===== src/rtl/bus_pkg.sv =====
// Shared definitions for the two-requester bus arbiter: state encoding, bus
// width defaults and the memory-mapped IO port addresses.
package bus_pkg;

   localparam int ADDR_W_DEF = 10;
   localparam int DATA_W_DEF = 8;

   localparam logic [9:0] INPUT_PORT  = 10'h3FE;
   localparam logic [9:0] OUTPUT_PORT = 10'h3FF;

   typedef enum logic [1:0] {
      IDLE   = 2'd0,
      ACCESS = 2'd1,
      WAIT   = 2'd2,
      ACK    = 2'd3
   } state_t;

endpackage


===== src/rtl/bus_arb_pick.sv =====
// Two-way arbitration: one-hot winner, ptr_i selects who wins a tie.
// Purely combinational; no backpressure of its own.
module bus_arb_pick (
   input  logic       req0_i,
   input  logic       req1_i,
   input  logic       ptr_i,
   output logic [1:0] win_o
);

   always_comb begin
      win_o = 2'b00;
      if (req0_i && req1_i) begin
         win_o = ptr_i ? 2'b10 : 2'b01;
      end else if (req0_i) begin
         win_o = 2'b01;
      end else if (req1_i) begin
         win_o = 2'b10;
      end
   end

endmodule


===== src/rtl/bus_arbiter.sv =====
// Shares one memory/IO bus between CPU (0) and port poller (1); ack 3 cycles after req.
// Requesters hold req until ack. BUS_ARB_ROUND_ROBIN_EN selects round-robin ties, else port 0 wins.
module bus_arbiter
   import bus_pkg::*;
#(
   parameter int ADDR_W = ADDR_W_DEF,
   parameter int DATA_W = DATA_W_DEF
) (
   input  logic              clk,
   input  logic              rst_n,
   input  logic              req0,
   input  logic              req1,
   input  logic              we0,
   input  logic              we1,
   input  logic [ADDR_W-1:0] addr0,
   input  logic [ADDR_W-1:0] addr1,
   input  logic [DATA_W-1:0] wdata0,
   input  logic [DATA_W-1:0] wdata1,
   output logic              gnt0,
   output logic              gnt1,
   output logic              ack0,
   output logic              ack1,
   output logic [DATA_W-1:0] rdata,
   output logic              bus_write_en,
   output logic              bus_read_en,
   output logic [ADDR_W-1:0] bus_addr,
   output logic [DATA_W-1:0] bus_wdata,
   input  logic [DATA_W-1:0] bus_rdata
);

   state_t              state_q, state_d;
   logic                owner_q, owner_d;
   logic                we_q, we_d;
   logic [ADDR_W-1:0]   addr_q, addr_d;
   logic [DATA_W-1:0]   wdata_q, wdata_d;
   logic [DATA_W-1:0]   rdata_q, rdata_d;
   logic                ptr;
   logic [1:0]          win;

`ifdef BUS_ARB_ROUND_ROBIN_EN
   logic ptr_q, ptr_d;
   assign ptr = ptr_q;
`else
   assign ptr = 1'b0;
`endif

   bus_arb_pick u_pick (
      .req0_i (req0),
      .req1_i (req1),
      .ptr_i  (ptr),
      .win_o  (win)
   );

   always_ff @(posedge clk or negedge rst_n) begin
      if (!rst_n) begin
         state_q <= IDLE;
         owner_q <= 1'b0;
         we_q    <= 1'b0;
         addr_q  <= '0;
         wdata_q <= '0;
         rdata_q <= '0;
`ifdef BUS_ARB_ROUND_ROBIN_EN
         ptr_q   <= 1'b0;
`endif
      end else begin
         state_q <= state_d;
         owner_q <= owner_d;
         we_q    <= we_d;
         addr_q  <= addr_d;
         wdata_q <= wdata_d;
         rdata_q <= rdata_d;
`ifdef BUS_ARB_ROUND_ROBIN_EN
         ptr_q   <= ptr_d;
`endif
      end
   end

   always_comb begin
      state_d = state_q;
      owner_d = owner_q;
      we_d    = we_q;
      addr_d  = addr_q;
      wdata_d = wdata_q;
      rdata_d = rdata_q;
`ifdef BUS_ARB_ROUND_ROBIN_EN
      ptr_d   = ptr_q;
`endif
      case (state_q)
         // ACK re-arbitrates so a held request goes straight back to ACCESS.
         IDLE, ACK: begin
            if (win != 2'b00) begin
               state_d = ACCESS;
               owner_d = win[1];
               we_d    = win[0] ? we0    : we1;
               addr_d  = win[0] ? addr0  : addr1;
               wdata_d = win[0] ? wdata0 : wdata1;
`ifdef BUS_ARB_ROUND_ROBIN_EN
               ptr_d   = win[0];
`endif
            end else begin
               state_d = IDLE;
            end
         end
         ACCESS: state_d = WAIT;
         WAIT: begin
            state_d = ACK;
            if (!we_q) begin
               rdata_d = bus_rdata;
            end
         end
         default: state_d = IDLE;
      endcase
   end

   always_comb begin
      gnt0         = (state_q != IDLE) && !owner_q;
      gnt1         = (state_q != IDLE) &&  owner_q;
      ack0         = (state_q == ACK)  && !owner_q;
      ack1         = (state_q == ACK)  &&  owner_q;
      bus_write_en = (state_q == ACCESS) &&  we_q;
      bus_read_en  = (state_q == ACCESS) && !we_q;
      bus_addr     = '0;
      bus_wdata    = '0;
      if (state_q == ACCESS || state_q == WAIT) begin
         bus_addr  = addr_q;
         bus_wdata = wdata_q;
      end
   end

   assign rdata = rdata_q;

endmodule


===== config.mk =====
export PLATFORM = sky130hd
export DESIGN_NAME = bus_arbiter
export DESIGN_NICKNAME = d
export VERILOG_FILES = /design/src/rtl/bus_pkg.sv /design/src/rtl/bus_arb_pick.sv /design/src/rtl/bus_arbiter.sv
export SDC_FILE = /design/constraint.sdc
export NUM_CORES = 1
export LEC_CHECK = 0
export BUFFER_PORTS_ARGS = -buffer_cell sky130_fd_sc_hd__buf_2
export CORE_UTILIZATION = 40
export DETAILED_ROUTE_END_ITERATION = 7
export PLACE_DENSITY = 0.78
export SLEW_MARGIN = 20
export SYNTH_ARGS = -nofsm -noshare
export SYNTH_HDL_FRONTEND = slang
export SYNTH_HIERARCHICAL = 1
export SYNTH_SLANG_ARGS = --single-unit

===== constraint.sdc =====
create_clock -name clk -period 1.5 [get_ports clk]
set_input_delay 0.15 -clock clk [delete_from_list [all_inputs] [get_ports clk]]
set_output_delay 0.15 -clock clk [all_outputs]
set_load 0.02 [all_outputs]

==> results of run 1 <==
==> area by class of cell <==
type | count | area (sq um) | area share
Tap cell | 48 | 60.1 | 0.0256
Multi-Input combinational cell | 84 | 806 | 0.344
Timing Repair Buffer | 98 | 618 | 0.264
Inverter | 4 | 15.0 | 0.00640
Clock inverter | 2 | 12.5 | 0.00534
Clock buffer | 6 | 82.6 | 0.0352
Sequential cell | 30 | 751 | 0.320
==> what timing repair did <==
action                     CTS  global route
pin swaps                    1             1
resized for setup           30             8
buffers inserted             4             0
hold endpoints to repair    30             0
setup endpoints to repair   38            45
hold buffers                 1             0
==> state kept, by name, summed over array words and instances, names as in the netlist <==
register,cells
state_q,2
owner_q,1
we_q,1
rdata,8
wdata_q,8
addr_q,10
==> cell families (layout without fill, tap and decap cells) <==
| group | count (synthesis) | count (layout) | share of synthesized area |
|---|---|---|---|
| AND/OR/NAND/NOR | 46 | 46 | 0.226 |
| flip-flops | 30 | 30 | 0.473 |
| AO/OA/AOI/OAI | 24 | 24 | 0.160 |
| buffers and inverters | 17 | 110 | 0.0497 |
| multiplexers | 8 | 8 | 0.0568 |
| adder cells (fa/ha/maj) | 4 | 4 | 0.0315 |
| other | 1 | 2 | 0.00236 |
==> worst min path at each step <==
stage                 startpoint         to  slack (ns)  cells after the start
global route        bus_rdata[4]   rdata[4]         0.1                      2
finish              bus_rdata[4]   rdata[4]         0.1                      2
floorplan                  rst_n  addr_q[0]       -0.15                      0
detailed placement         rst_n  addr_q[7]        0.22                      1
global placement           rst_n  addr_q[7]        0.21                      1
CTS                 bus_rdata[4]   rdata[4]        0.09                      2
==> through the flow <==
step	TNS [ns]	hold slack, ns	cells	total power, mW	worst slack (ns)
after floorplan	-0.263	-0.146	131	3.89	-0.0337
after CTS	-3.24	0.0905	273	6.30	-0.127
after global placement	-1.37	0.211	260	4.85	-0.0763
after detailed placement	-2.08	0.215	260	4.93	-0.121
after global routing	-5.32	0.0971	272	6.78	-0.182
final	-3.11	0.0980	272	6.35	-0.126
==> where the power goes <==
group / internal (mW) / switching (mW)
registers: 1.23 / 0.238
clock network: 0.368 / 0.281
logic: 2.18 / 2.05
total: 3.78 / 2.57
==> per-layer routing <==
metal / share of wire / GRT usage
met2: 0.47 / 0.342
met1: 0.43 / 0.265
met5: 0 / 0
met4: 0.018 / 0.0750
met3: 0.082 / 0.0599
==> layout by cell type (no fill, tap or decap), types with 2 or more instances in the layout <==
| master | count |
|---|---|
| or4b_1 | 16 |
| ha_1 | 3 |
| mux2_1 | 3 |
| buf_4 | 25 |
| and2_4 | 3 |
| o221a_2 | 18 |
| clkbuf_8 | 6 |
| nor2b_1 | 3 |
| mux2_2 | 5 |
| buf_2 | 63 |
| a21boi_1 | 2 |
| conb_1 | 2 |
| inv_2 | 2 |
| dfrtp_1 | 30 |
| and2_1 | 17 |
| or4b_4 | 3 |
| buf_6 | 8 |
| inv_1 | 2 |
==> impl_metrics.py, run 1 <==
metrics = {
    "clock_tree": {
        "cts_inserted_buffers": 5,
        "cts_root_buf": "clkbuf_8",
        "clock_latency_ns": 0.28,
        "cts_tree": "done",
        "cts_buffer_depth": 2,
        "clk_pin_slew_worst_paths_ns": 0.07,
        "cts-htree-levels": 2,
        "cts_sinks": 30,
    },
    "setup_path": {
        "crit_fanout": 17,
        "cp_num_buf_inv": 2,
        "cp-endpoint": "wdata_q[1]",
        "cp.depth": 5,
        "startpoint": "state_q[0]",
        "start_kind": "register",
        "reg2reg_from": "state_q[0]",
        "crit_path_end_kind": "register",
        "critical_path.cell_chain": "inv_2 -> ha_4 -> buf_8 -> or4b_1 -> o221a_2",
        "critical-path-max-stage-delay_ns": 0.51,
        "crit_path_top_delay_cell": "or4b_1",
        "critPathRequiredTime_ns": 1.66,
        "timing.rr.end": "wdata_q[1]",
        "arrival_ns": 1.79,
        "ff2ff_setup_slack_ns": -0.13,
        "critical_path.top_delay_family": "simple AND/OR/NAND/NOR gates",
        "rr_worst_depth": 5,
        "crit_type": "reg2reg",
    },
    "synth": {
        "seq_area_frac_synth": 0.473,
        "synthTopCellsByCount": "dfrtp_1 (30), and2_1 (20), or4b_1 (19)",
        "synth_edf_count": 0,
        "synth.top_cells.by_area": "dfrtp_1 (47%), o221a_2 (13%), or4b_1 (12%)",
        "yosysWarningCount": 6,
        "synth.distinct_cells": 21,
        "synth_top_area_share": 0.473,
        "yosys_register_bits": 30,
        "yosysTopAreaCell": "dfrtp_1",
        "synth_area_per_cell_sq_um": 12.2,
        "yosysMostFrequentCell": "dfrtp_1",
        "syn_area_sq_um": 1590,
        "async_flop_share": 1.00,
        "synthFlopType": "dfrtp_1",
        "syn_inst": 130,
    },
    "routing": {
        "avgRoutedWirePerCell_microns": 14.4,
        "vias": 1379,
        "dr.pass1.iters": 4,
        "ant_nets": 0,
        "drt_wl_total_microns": 3930,
        "drc_errors": 0,
        "via_per_inst": 5.07,
        "drt_iter0_markers": 44,
    },
    "hold_path": {
        "hold_path_class": "in2reg",
    },
    "timing": {
        "rsz0062_at_grt": "true",
        "worst_pin_slew_ns": 0.635,
        "fin_skew_ns": 0.00623,
        "period_minus_slack_ns": 1.63,
        "slew_headroom": 0.577,
        "fmaxAchievable_mhz": 615,
        "setup_viol": 37,
        "layout_worst_path_cycle_share": 1.08,
        "slew_viol_final": 0,
        "hold_viol": 0,
        "setup_ws_ns": -0.126,
    },
    "layout": {
        "syn_to_final_growth_pct": 47.8,
        "fill_cells": 320,
        "antennaDiodeCount": 0,
        "nets": 277,
        "final_area_sq_um": 2340,
        "drive_gt1_frac": 0.625,
        "fin_util": 0.626,
    },
    "global_route": {
        "grt-ovfl-total": 0,
        "antenna_found_initial": 0,
        "grt.total_usage": 0.211,
        "grt_max_degree": 31,
        "grt_pass1_vias": 1402,
        "grt_pass1_wl_microns": 6720,
    },
    "floorplan": {
        "chipHeight_microns": 65.0,
        "dieArea_sq_um": 4220,
        "coreArea_sq_um": 3740,
        "initial_core_util": 0.424,
        "ioPinCount": 82,
        "die_w_microns": 65.0,
        "num_rows": 22,
    },
    "placed_design": {
        "hpwl_microns": 2780,
        "portBuffers": 81,
        "gp_congestion": 0.791,
        "place_area_sq_um": 2100,
    },
    "outcome": {
        "violations": "setup timing",
        "status": "finished with violations",
    },
    "pwr": {
        "vdd_drop_max_v": 0.00136,
        "p_leak_nw": 1.11,
        "power.density_nw_per_um2": 2710,
    },
    "run": {
        "max_cap_viol_count": 0,
    },
}
Note: power is estimated with default switching activity, not from simulation.
==> inputs of run 2 (changes only) <==
--- a/config.mk
+++ b/config.mk
@@ -8,6 +8,7 @@
 export BUFFER_PORTS_ARGS = -buffer_cell sky130_fd_sc_hd__buf_2
 export CORE_UTILIZATION = 40
 export DETAILED_ROUTE_END_ITERATION = 7
+export HOLD_SLACK_MARGIN = 0.15
 export PLACE_DENSITY = 0.78
 export SLEW_MARGIN = 20
 export SYNTH_ARGS = -nofsm -noshare
==> run 2 against run 1 <==
  * The flow still finishes with violations (setup timing)
  * Core utilization increased by 6.1 points
  * Worst hold slack better by 0.055 ns
  * Die area did not move
  * Critical endpoint unchanged
  * Largest cell class is now buffers
==> impl_metrics.py, run 2 (synthesis gave the netlist of run 1 again) <==
metrics = {
    "outcome": {
        "status": "finished with violations",
        "violations": "setup timing",
    },
    "clock_tree": {
        "clk_pin_slew_worst_paths_ns": 0.07,
        "cts_sinks": 30,
        "cts-htree-levels": 2,
        "cts_inserted_buffers": 5,
        "cts_buffer_depth": 2,
        "cts_root_buf": "clkbuf_8",
        "cts_tree": "done",
        "clock_latency_ns": 0.27,
    },
    "timing": {
        "setup_tns_ns": -3.34,
        "slew_viol_final": 0,
        "slew_headroom": 0.576,
        "period_minus_slack_ns": 1.63,
        "rsz0062_at_grt": "true",
        "worst_pin_slew_ns": 0.636,
        "setup_viol": 36,
        "fin_skew_ns": 0.00704,
        "layout_worst_path_cycle_share": 1.09,
        "fmaxAchievable_mhz": 613,
        "setup_ws_ns": -0.130,
        "hold_viol": 0,
    },
    "layout": {
        "syn_to_final_growth_pct": 62.3,
        "largest_reg_flops": 10,
        "layout_commonest_cell": "buf_2",
        "antennaDiodeCount": 0,
        "fill_cells": 299,
        "final_cells": 295,
        "regMostFlops": "addr_q",
        "drive_gt1_frac": 0.567,
        "nets": 300,
        "mostFrequentLayoutCells": "buf_2 (63), dfrtp_1 (30), buf_4 (25), dlygate4sd3_1 (24), o221a_2 (18)",
    },
    "pwr": {
        "vdd_drop_max_v": 0.00169,
        "p_leak_nw": 1.21,
        "power.density_nw_per_um2": 2490,
    },
    "setup_path": {
        "critPathRequiredTime_ns": 1.66,
        "crit_fanout": 17,
        "timing.rr.end": "wdata_q[1]",
        "crit_type": "reg2reg",
        "rr_worst_depth": 5,
        "reg2reg_from": "state_q[0]",
        "start_kind": "register",
        "cp-endpoint": "wdata_q[1]",
        "arrival_ns": 1.79,
        "startpoint": "state_q[0]",
        "ff2ff_setup_slack_ns": -0.13,
        "crit_path_end_kind": "register",
    },
    "floorplan": {
        "initial_core_util": 0.424,
        "die_w_microns": 65.0,
        "ioPinCount": 82,
        "coreArea_sq_um": 3740,
        "dieArea_sq_um": 4220,
        "chipHeight_microns": 65.0,
        "num_rows": 22,
    },
    "routing": {
        "vias": 1501,
        "ant_nets": 0,
        "drc_errors": 0,
        "avgRoutedWirePerCell_microns": 15.0,
        "drt_iter0_markers": 40,
        "via_per_inst": 5.09,
        "dr.pass1.iters": 6,
        "drt_wl_total_microns": 4420,
    },
    "placed_design": {
        "dp_cells": 260,
        "portBuffers": 81,
        "gp_congestion": 0.791,
        "hpwl_microns": 2780,
    },
    "global_route": {
        "antenna_found_initial": 0,
        "grt_pass1_vias": 1570,
        "grt.total_usage": 0.230,
        "grt_max_degree": 31,
        "grt-ovfl-total": 0,
        "grt_pass1_wl_microns": 7340,
    },
    "hold_path": {
        "hold_path_class": "in2reg",
    },
    "run": {
        "max_cap_viol_count": 0,
    },
}
## run 2: changes by cell type in the layout (fill, tap and decap cells not counted)
cell and change:
dlygate4sd3_1 +23
## run 2: worst min path at each step
stage,start,endpoint,slack (ns),depth (start not counted)
2_1_floorplan,rst_n,addr_q[0],-0.15,0
3_3_place_gp,rst_n,addr_q[7],0.21,1
3_5_place_dp,rst_n,addr_q[7],0.22,1
4_1_cts,addr0[6],addr_q[6],0.15,2
5_1_grt,wdata0[2],wdata_q[2],0.16,2
6_report,addr0[6],addr_q[6],0.15,2
## run 2: where the power goes
part | switching [mW] | internal, mW | total [mW]
registers | 0.244 | 1.23 | 1.47
clock network | 0.281 | 0.368 | 0.649
logic | 2.07 | 2.22 | 4.30
## run 2: per-stage QoR
step	setup WS (ns)	hold WS (ns)	instance area (sq um)	power, mW	utilization
2_1_floorplan	-0.0337	-0.146	1620	3.89	-
3_3_place_gp	-0.0763	0.211	2100	4.85	0.561
3_5_place_dp	-0.121	0.215	2100	4.93	0.561
4_1_cts	-0.127	0.150	2560	6.35	0.683
5_1_grt	-0.183	0.160	2570	6.84	0.688
6_report	-0.130	0.153	2570	6.42	0.688
## run 2: area by class of cell
cell class	count	area [sq um]	area share
inverter	4	15.0	0.00583
tap	48	60.1	0.0233
multi-input combinational	84	806	0.313
clock buffer	6	82.6	0.0321
timing repair buffer	121	848	0.329
clock inverter	2	12.5	0.00486
sequential	30	751	0.292
## run 2: worst max-delay path, cell delays in order, from the launching register on
cell	delay, ns
dfrtp_1	0.39
inv_2	0.08
ha_4	0.24
buf_8	0.16
or4b_1	0.51
o221a_2	0.13
## run 2: routing by layer
| layer | share of wire | global-route usage |
|---|---|---|
| met1 | 0.42 | 0.276 |
| met2 | 0.51 | 0.406 |
| met3 | 0.063 | 0.0493 |
| met4 | 0.011 | 0.0694 |
| met5 | 0 | 0 |
## run 2: what timing repair did
item                                    CTS  global route
endpoints found under the setup margin   38            47
pin swaps                                 1             1
buffers inserted                          4             0
hold endpoints to repair                 53             0
hold buffers                             24             0
resized for setup                        30             8
==> inputs of run 3 (changes only) <==
--- a/config.mk
+++ b/config.mk
@@ -7,6 +7,7 @@
 export LEC_CHECK = 0
 export BUFFER_PORTS_ARGS = -buffer_cell sky130_fd_sc_hd__buf_2
 export CORE_UTILIZATION = 40
+export CTS_BUF_LIST = sky130_fd_sc_hd__clkbuf_4
 export DETAILED_ROUTE_END_ITERATION = 7
 export HOLD_SLACK_MARGIN = 0.15
 export PLACE_DENSITY = 0.78
==> run 3 against run 2 <==
  * The flow still finishes with violations (setup timing)
  * Fmax is 3.2% lower
  * First-iteration DRC count increased by 18%
  * Sequential share of layout area decreased by 2.5 points
  * Core utilization rose by 6.6 points
  * Global-route usage increased by 1.3 points
  * Register-to-register slack got worse by 0.04 ns
  * Critical endpoint is now bus_addr[4]
  * Largest power group unchanged
==> impl_metrics.py, run 3 (synthesis gave the netlist of run 1 again) <==
metrics = {
    "outcome": {
        "status": "finished with violations",
        "violations": "setup timing",
    },
    "timing": {
        "fin_skew_ns": 0.0149,
        "hold_slack_ns": 0.162,
        "setup_ws_ns": -0.185,
        "layout_worst_path_cycle_share": 1.12,
        "slew_viol_final": 0,
        "fmaxAchievable_mhz": 594,
        "hold_viol": 0,
        "rsz0062_at_grt": "true",
        "slew_headroom": 0.574,
        "setup_viol": 37,
        "worst_pin_slew_ns": 0.638,
        "period_minus_slack_ns": 1.68,
    },
    "setup_path": {
        "critical_path.cell_chain": "inv_2 -> ha_4 -> buf_4 -> and2_1 -> buf_6",
        "critical-path-max-stage-delay_ns": 0.38,
        "crit_fanout": 8,
        "start_kind": "register",
        "crit_type": "reg2out",
        "crit_path_top_delay_cell": "dfrtp_1",
        "critPathRequiredTime_ns": 1.35,
        "crit_path_end_kind": "primary output",
        "arrival_ns": 1.53,
    },
    "pwr": {
        "power.density_nw_per_um2": 2610,
        "report.power.total_mw": 7.37,
        "p_leak_nw": 1.30,
        "vdd_drop_max_v": 0.00164,
    },
    "routing": {
        "drt_iter0_markers": 47,
        "drc_errors": 0,
        "dr.pass1.iters": 6,
        "ant_nets": 0,
        "drt_wl_total_microns": 5010,
        "via_per_inst": 5.20,
        "avgRoutedWirePerCell_microns": 16.5,
        "vias": 1577,
    },
    "global_route": {
        "antenna_found_initial": 0,
        "grt_pass1_vias": 1671,
        "grt_max_degree": 31,
        "grt.total_usage": 0.243,
        "grt-ovfl-total": 0,
        "grt_pass1_wl_microns": 7730,
    },
    "floorplan": {
        "initial_core_util": 0.424,
        "die_w_microns": 65.0,
        "num_rows": 22,
        "coreArea_sq_um": 3740,
        "chipHeight_microns": 65.0,
        "dieArea_sq_um": 4220,
        "ioPinCount": 82,
    },
    "layout": {
        "syn_to_final_growth_pct": 77.8,
        "drive_gt1_frac": 0.631,
        "nets": 308,
        "largest_reg_flops": 10,
        "regMostFlops": "addr_q",
        "mostFrequentLayoutCells": "buf_2 (60), dfrtp_1 (30), dlygate4sd3_1 (28), buf_6 (27), or4b_1 (18)",
        "layout_commonest_cell": "buf_2",
        "antennaDiodeCount": 0,
        "final_area_sq_um": 2820,
        "final_cells": 303,
    },
    "clock_tree": {
        "cts_buffer_depth": 2,
        "clock_latency_ns": 0.33,
        "cts-htree-levels": 2,
        "clk_pin_slew_worst_paths_ns": 0.11,
        "cts_root_buf": "clkbuf_4",
        "cts_tree": "done",
        "cts_inserted_buffers": 5,
        "cts_sinks": 30,
    },
    "placed_design": {
        "place_area_sq_um": 2100,
        "dp_worst_setup_slack_ns": -0.121,
        "hpwl_microns": 2780,
        "gp_congestion": 0.791,
        "portBuffers": 81,
        "dp_cells": 260,
    },
    "run": {
        "max_cap_viol_count": 0,
    },
    "hold_path": {
        "hold_path_class": "in2reg",
    },
}
==> run 3: cell count changes in the layout (fill, tap and decap cells not counted), moves of 3 or more <==
cell	delta
mux2_2	-5
and2_1	-14
dlygate4sd3_1	+4
buf_6	+19
clkbuf_8	-6
and2_4	+14
clkbuf_4	+5
ha_1	-3
mux2_4	+5
buf_4	-15
buf_2	-3
==> run 3: critical path: cells and delay by family, from the launching register on <==
kind          cells  cell delay (ns)
fa+ha+maj         1             0.36
buf+inv           3             0.33
flops             1             0.38
simple gates      1             0.15
==> run 3: final timing paths <==
path	startpoint	to	slack, ns	cells after the start
max reg2reg	state_q[1]	we_q	-0.17	5
min	addr1[3]	addr_q[3]	0.16	3
min in group asynchronous	rst_n	addr_q[7]	0.37	2
min reg2reg	rdata[3]	rdata[3]	0.51	1
max in group asynchronous	rst_n	rdata[2]	0.69	2
max	state_q[1]	bus_addr[4]	-0.18	5
==> run 3: layout make-up <==
cell class	count	area, sq um
Clock inverter	3	16.3
Inverter	4	15.0
Timing Repair Buffer	128	1010
Multi-Input combinational cell	85	927
Sequential cell	30	751
Clock buffer	5	37.5
Tap cell	48	60.1
Fill cell	260	922
==> run 3: timing repair <==
item	CTS	global route
gates resized for setup	42	48
pin swaps	1	2
hold buffers	28	0
cloned	1	1
hold endpoints to repair	57	0
setup endpoints to repair	39	48
setup buffers	4	3
==> run 3: where the power goes <==
group | total [mW] | internal [mW] | switching (mW)
clock | 0.454 | 0.174 | 0.280
sequential | 1.52 | 1.23 | 0.292
combinational | 5.40 | 3.05 | 2.35
total | 7.37 | 4.45 | 2.92
==> run 3: metrics by stage <==
step / util / TNS (ns)
6_report: 0.754 / -4.95
5_1_grt: 0.754 / -6.65
4_1_cts: 0.699 / -4.29
3_5_place_dp: 0.561 / -2.08
3_3_place_gp: 0.561 / -1.37
2_1_floorplan: - / -0.263
==> run 3: per-layer routing <==
| layer | track usage | part of all wire | routed length [microns] | vias to the layer above |
|---|---|---|---|---|
| met3 | 0.0634 | 0.060 | 299 | 12 |
| met2 | 0.430 | 0.54 | 2720 | 69 |
| li1 | - | - | - | 739 |
| met1 | 0.270 | 0.38 | 1900 | 757 |
| met5 | 0 | 0 | 0 | - |
| met4 | 0.108 | 0.019 | 97 | 0 |
